## src/rtl/matrix_addsub_seq_if.sv

```systemverilog
`default_nettype none
// ============================================================================
// matrix_addsub_seq_if : request/operand/result bundle for matrix_addsub_seq
// Revision: 1.0
// ============================================================================
interface matrix_addsub_seq_if #(
    parameter int DATA_W  = 8,
    parameter int MAX_DIM = 5
);
    logic                              start;
    logic [1:0]                        mode;
    logic [1:0]                        matrix_size;
    logic [MAX_DIM*MAX_DIM*DATA_W-1:0] matrix_a;
    logic [MAX_DIM*MAX_DIM*DATA_W-1:0] matrix_b;
    logic [MAX_DIM*MAX_DIM*DATA_W-1:0] result_out;
    logic                              overflow;
    logic                              busy;
    logic                              done;

    modport master (
        output start, mode, matrix_size, matrix_a, matrix_b,
        input  result_out, overflow, busy, done
    );

    modport slave (
        input  start, mode, matrix_size, matrix_a, matrix_b,
        output result_out, overflow, busy, done
    );
endinterface
`default_nettype wire

```

## src/rtl/matrix_addsub_seq.sv

```systemverilog
`default_nettype none
// ============================================================================
// matrix_addsub_seq : sequential LANES-wide element-wise matrix add/sub
// Revision: 1.0
// ============================================================================
module matrix_addsub_seq #(
    parameter int DATA_W  = 8,
    parameter int MAX_DIM = 5,
    parameter int LANES   = 5
) (
    input  logic                clk,
    input  logic                rst_n,
    matrix_addsub_seq_if.slave  bus
);
    localparam int NUM   = MAX_DIM * MAX_DIM;
    localparam int VW    = NUM * DATA_W;
    localparam int IDX_W = $clog2(NUM + LANES + 1);

    localparam logic [1:0] S_IDLE = 2'd0;
    localparam logic [1:0] S_RUN  = 2'd1;
    localparam logic [1:0] S_DONE = 2'd2;

    localparam logic [DATA_W-1:0] SAT_MAX = {1'b0, {(DATA_W-1){1'b1}}};
    localparam logic [DATA_W-1:0] SAT_MIN = {1'b1, {(DATA_W-1){1'b0}}};

    logic [1:0]       state_q, state_d;
    logic [IDX_W-1:0] idx_q,   idx_d;
    logic [IDX_W-1:0] n_q,     n_d;
    logic [VW-1:0]    a_q,     a_d;
    logic [VW-1:0]    b_q,     b_d;
    logic [1:0]       mode_q,  mode_d;
    logic [VW-1:0]    res_q,   res_d;
    logic             ovf_q,   ovf_d;

    logic [DATA_W-1:0] elem_val [NUM];
    logic [NUM-1:0]    elem_ovf;
    logic [3:0]        dim;
    logic [7:0]        n_full;

    // Sign-extend to DATA_W+1 bits; overflow shows up as disagreeing top two bits.
    for (genvar gi = 0; gi < NUM; gi++) begin : g_elem
        logic [DATA_W:0] ext_a;
        logic [DATA_W:0] ext_b;
        logic [DATA_W:0] sum;
        assign ext_a = {a_q[gi*DATA_W + DATA_W-1], a_q[gi*DATA_W +: DATA_W]};
        assign ext_b = {b_q[gi*DATA_W + DATA_W-1], b_q[gi*DATA_W +: DATA_W]};
        assign sum   = mode_q[0] ? (ext_a - ext_b) : (ext_a + ext_b);
        assign elem_ovf[gi] = sum[DATA_W] ^ sum[DATA_W-1];
        assign elem_val[gi] = (elem_ovf[gi] && mode_q[1])
                            ? (sum[DATA_W] ? SAT_MIN : SAT_MAX)
                            : sum[DATA_W-1:0];
    end

    always_comb begin
        dim = {2'b00, bus.matrix_size} + 4'd2;
        if (dim > 4'(MAX_DIM)) begin
            dim = 4'(MAX_DIM);
        end
        n_full = {4'b0000, dim} * {4'b0000, dim};
    end

    always_comb begin
        state_d = state_q;
        idx_d   = idx_q;
        n_d     = n_q;
        a_d     = a_q;
        b_d     = b_q;
        mode_d  = mode_q;
        res_d   = res_q;
        ovf_d   = ovf_q;
        case (state_q)
            S_IDLE: begin
                if (bus.start) begin
                    a_d     = bus.matrix_a;
                    b_d     = bus.matrix_b;
                    mode_d  = bus.mode;
                    n_d     = IDX_W'(n_full);
                    res_d   = '0;
                    ovf_d   = 1'b0;
                    idx_d   = '0;
                    state_d = S_RUN;
                end
            end
            S_RUN: begin
                // Only the current lane window of active elements is committed.
                for (int i = 0; i < NUM; i++) begin
                    if ((IDX_W'(i) >= idx_q) &&
                        (IDX_W'(i) < idx_q + IDX_W'(LANES)) &&
                        (IDX_W'(i) < n_q)) begin
                        res_d[i*DATA_W +: DATA_W] = elem_val[i];
                        ovf_d = ovf_d | elem_ovf[i];
                    end
                end
                idx_d = idx_q + IDX_W'(LANES);
                if (idx_q + IDX_W'(LANES) >= n_q) begin
                    state_d = S_DONE;
                end
            end
            S_DONE: begin
                state_d = S_IDLE;
            end
            default: begin
                state_d = S_IDLE;
            end
        endcase
    end

    always_ff @(posedge clk or negedge rst_n) begin
        if (!rst_n) begin
            state_q <= S_IDLE;
            idx_q   <= '0;
            n_q     <= '0;
            a_q     <= '0;
            b_q     <= '0;
            mode_q  <= '0;
            res_q   <= '0;
            ovf_q   <= 1'b0;
        end else begin
            state_q <= state_d;
            idx_q   <= idx_d;
            n_q     <= n_d;
            a_q     <= a_d;
            b_q     <= b_d;
            mode_q  <= mode_d;
            res_q   <= res_d;
            ovf_q   <= ovf_d;
        end
    end

    assign bus.result_out = res_q;
    assign bus.overflow   = ovf_q;
    assign bus.busy       = (state_q == S_RUN);
    assign bus.done       = (state_q == S_DONE);

endmodule
`default_nettype wire

```

## src/flat_wrapper.sv

```systemverilog
// flat-port wrapper written by rule: the top's interface ports become plain ports
module matrix_addsub_seq_flat 
#(
    parameter int DATA_W  = 8,
    parameter int MAX_DIM = 5,
    parameter int LANES   = 5
)
  (clk, rst_n, bus_start, bus_mode, bus_matrix_size, bus_matrix_a, bus_matrix_b, bus_result_out, bus_overflow, bus_busy, bus_done);
  matrix_addsub_seq_if #(.DATA_W(DATA_W), .MAX_DIM(MAX_DIM)) bus_i ();
  input  logic clk;
  input  logic rst_n;
  input wire logic [$bits(bus_i.start)-1:0] bus_start;
  input wire logic [$bits(bus_i.mode)-1:0] bus_mode;
  input wire logic [$bits(bus_i.matrix_size)-1:0] bus_matrix_size;
  input wire logic [$bits(bus_i.matrix_a)-1:0] bus_matrix_a;
  input wire logic [$bits(bus_i.matrix_b)-1:0] bus_matrix_b;
  output wire logic [$bits(bus_i.result_out)-1:0] bus_result_out;
  output wire logic [$bits(bus_i.overflow)-1:0] bus_overflow;
  output wire logic [$bits(bus_i.busy)-1:0] bus_busy;
  output wire logic [$bits(bus_i.done)-1:0] bus_done;
  assign bus_i.start = bus_start;
  assign bus_i.mode = bus_mode;
  assign bus_i.matrix_size = bus_matrix_size;
  assign bus_i.matrix_a = bus_matrix_a;
  assign bus_i.matrix_b = bus_matrix_b;
  assign bus_result_out = bus_i.result_out;
  assign bus_overflow = bus_i.overflow;
  assign bus_busy = bus_i.busy;
  assign bus_done = bus_i.done;
  matrix_addsub_seq #(.DATA_W(DATA_W), .MAX_DIM(MAX_DIM), .LANES(LANES)) u_core (.clk(clk), .rst_n(rst_n), .bus(bus_i));
endmodule
```

## config.mk

```make
export PLATFORM = sky130hd
export DESIGN_NAME = matrix_addsub_seq_flat
export DESIGN_NICKNAME = d
export VERILOG_FILES = /design/src/rtl/matrix_addsub_seq_if.sv /design/src/rtl/matrix_addsub_seq.sv /design/src/flat_wrapper.sv
export SDC_FILE = /design/constraint.sdc
export NUM_CORES = 2
export LEC_CHECK = 0
export ABC_AREA = 0
export ABC_CLOCK_PERIOD_IN_PS = 4900
export CAP_MARGIN = 10
export CORE_MARGIN = 10
export CORE_UTILIZATION = 35
export DETAILED_ROUTE_END_ITERATION = 12
export PLACE_DENSITY = 0.54
export SLEW_MARGIN = 20
export SYNTH_ARGS = -nofsm -noshare
export SYNTH_HDL_FRONTEND = slang
export SYNTH_SLANG_ARGS = --single-unit
```

## constraint.sdc

```tcl
create_clock -name clk -period 4.9 [get_ports clk]
set_input_delay 0.98 -clock clk [delete_from_list [all_inputs] [get_ports clk]]
set_output_delay 0.98 -clock clk [all_outputs]
set_load 0.02 [all_outputs]
```

==> flow_summary.yaml <==
cts:
  cts_tree: "built"
  cts_resized: 0
  cts_made_buffers: 76
  cts.clk_slew.worst_paths_ps: 60
  cts_setup_buffers: 0
  cts.htree.levels: 3
  clock_latency_ps: 650
  clock-root-buffer: "clkbuf_16"
  clock_sinks: 614
  cts_buffer_depth: 3
  hold_buffers: 0
setup_path:
  crit_fanout: 18
  cp.required_ps: 5410
  worst_ep_arrival_time_ps: 4700
  startpoint_type: "flop"
  worstSetupEndpointType: "flop"
  worstSetupPathType: "flop to flop"
run:
  drv_cap: 0
layout:
  final_cell_area_sq_um: 47630
  nets: 5630
  fillers: 10540
  multi_input_area_sq_um: 20600
  area_delta_synth_final_pct: 27.96
  final_util: 0.4518
  seq_area_sq_um: 15370
  drive_gt1_frac: 0.05277
yosys:
  synthFlopType: "dfrtp_1"
  ys_seq_area_frac: 0.4128
  ys_top_cells_by_area: "dfrtp_1 (41%), nand2_1 (12%), ha_1 (7.8%), xnor2_1 (6.0%), o21ai_0 (4.1%)"
  yosys.area.top_type: "dfrtp_1"
  synth_cell_type_count: 80
  ys_async_sr_fraction: 1.000
  syn_avg_cell_area_sq_um: 8.528
  synth_cells: 4364
  synth_top_area_frac: 0.4128
  post-synth-top-count-cell: "nand2_1"
  syn_area_sq_um: 37220
  synth-edff-count: 0
  ys_top_cells_by_count: "nand2_1 (1155), dfrtp_1 (614), o21ai_0 (303)"
  synth_warnings: 0
  syn_nets: 5028
  synth_seq_cells: 614
floorplanning:
  io_pins: 610
  core_sq_um: 105400
  die_h_microns: 346.1
  num_rows: 119
  initial_utilization: 0.3531
  die_w_microns: 346.1
  dieArea_sq_um: 119800
routing:
  wirelength_microns: 126300
  wl_per_cell_microns: 19.67
  drc: 0
  vias: 32120
  drt_pre_antenna_iters: 5
  drtIter0Drc: 1977
  via_per_inst: 5.004
  drtAntennaViolNets: 0
sta:
  hold_violations: 0
  max_slew_margin: 0.3158
  final_max_slew_viol_count: 0
  min_period_ps: 4189
  fin_worst_skew_ps: 23.25
  finalCritPeriodShare: 0.8550
  grt_setup_unrepaired: "false"
  finalSetupViolations: 0
  fmax_ghz: 0.2387
  worst_pin_slew_ps: 1025
  fin_tns_setup_ps: 0
  timing.final.ws_setup_ps: 710.7
placement:
  place_hpwl_microns: 97980
  place_area_sq_um: 45210
  pre_cts_ws_ps: 709.0
  gp_congestion: 0.8577
  io_buffers: 609
global_routing:
  globalRouteTotalUtil: 0.2045
  grt_pass1_wl_microns: 194100
  grt_antenna_before_repair: 9
  grt_max_degree: 103
  grt_pass1_vias: 32330
  gr-total-overflow: 0
outcome:
  status: "finished clean"
worst_hold_path:
  hp-class: "primary input to async pin"
[flip-flops by register name (all words and copies together), names as in the netlist]
signal and cells:
u_core.a_q 200, u_core.b_q 200, u_core.bus.result_out 200, u_core.idx_q 5, u_core.n_q 4, u_core.mode_q 2
u_core.state_q 2, u_core.bus.overflow 1
[cell usage in the layout (no fill, tap or decap), types with 11 or more instances in the layout]
cell type        count
clkdlybuf4s50_1    608
xor2_1              70
buf_4               48
dfrtp_1            612
a22o_1              37
or2_2               19
nor2_1             249
ha_1               232
xnor2_1            254
a21oi_1            242
clkbuf_1            15
nand3_1             70
nand2b_1            70
a31o_2              15
nor2b_1             68
o31ai_1             12
inv_1              180
nor3_1              95
nor4_1              28
clkbuf_16           77
o21ai_0            303
or3_1               32
clkbuf_8            11
a21boi_0            25
buf_12              17
mux2_2              25
a21o_1              92
a31oi_1             36
o2111a_1            17
o2111ai_1           20
o21a_1              31
nor3b_1             16
nand2_1           1154
fa_1                25
a211oi_1            18
o211ai_1            13
clkinv_2            16
and2_1              21
[layer usage]
metal | part of all wire | wire length (microns) | GRT usage
met5 | 0.00041 | 52 | 0
met4 | 0.024 | 3054 | 0.05398
met1 | 0.46 | 57680 | 0.2692
met3 | 0.057 | 7179 | 0.04940
met2 | 0.46 | 58290 | 0.3335
[kinds of logic after synthesis]
kind of cell | share of synthesized area
adder cells (fa/ha/maj) | 0.09144
buffers and inverters | 0.03385
multiplexers | 0.009716
AND/OR/NAND/NOR | 0.2141
flip-flops | 0.4128
XOR/XNOR | 0.07924
AO/OA/AOI/OAI | 0.1588
[worst paths after layout]
check                                     startpoint                          to  slack, ps  cells past startpoint
setup / recovery                    u_core.mode_q[0]         u_core.bus.overflow        710                     13
hold / removal                                 rst_n  u_core.bus.result_out[113]        420                      1
setup reg to reg                    u_core.mode_q[0]         u_core.bus.overflow        710                     13
hold reg to reg            u_core.bus.result_out[20]   u_core.bus.result_out[20]        470                      1
max in group asynchronous                      rst_n              u_core.a_q[57]       3180                      2
min in group clk           u_core.bus.result_out[20]   u_core.bus.result_out[20]        470                      1
[through the flow]
stage	std cells	hold WS (ps)
after CTS	6413	420.1
after global placement	6279	460.1
after floorplan	4364	449.7
after global routing	6418	448.1
final	6418	417.4
after detailed placement	6279	464.4
[worst max-delay path, stage by stage, from the launching register on]
cell	delay (ps)
dfrtp_4	640
buf_4	300
mux2_2	390
fa_1	480
nor2b_1	130
o21ai_0	100
a21boi_0	320
or4_1	160
a31oi_1	90
xnor2_1	350
xnor2_2	250
a2111oi_0	510
buf_4	220
a41oi_1	90
[area by class of cell]
class                      count  share of cell area
clock buffer                 103             0.04482
timing repair buffer         674              0.1428
inverter                     184             0.01450
clock inverter                31            0.005648
antenna                        5           0.0002627
tap                         1391             0.03654
multi-input combinational   3416              0.4326
sequential                   614              0.3228
Power is left out: the tool's default activity adds up to more than one toggle a clock period on the data nets, which glitch-free logic cannot reach.
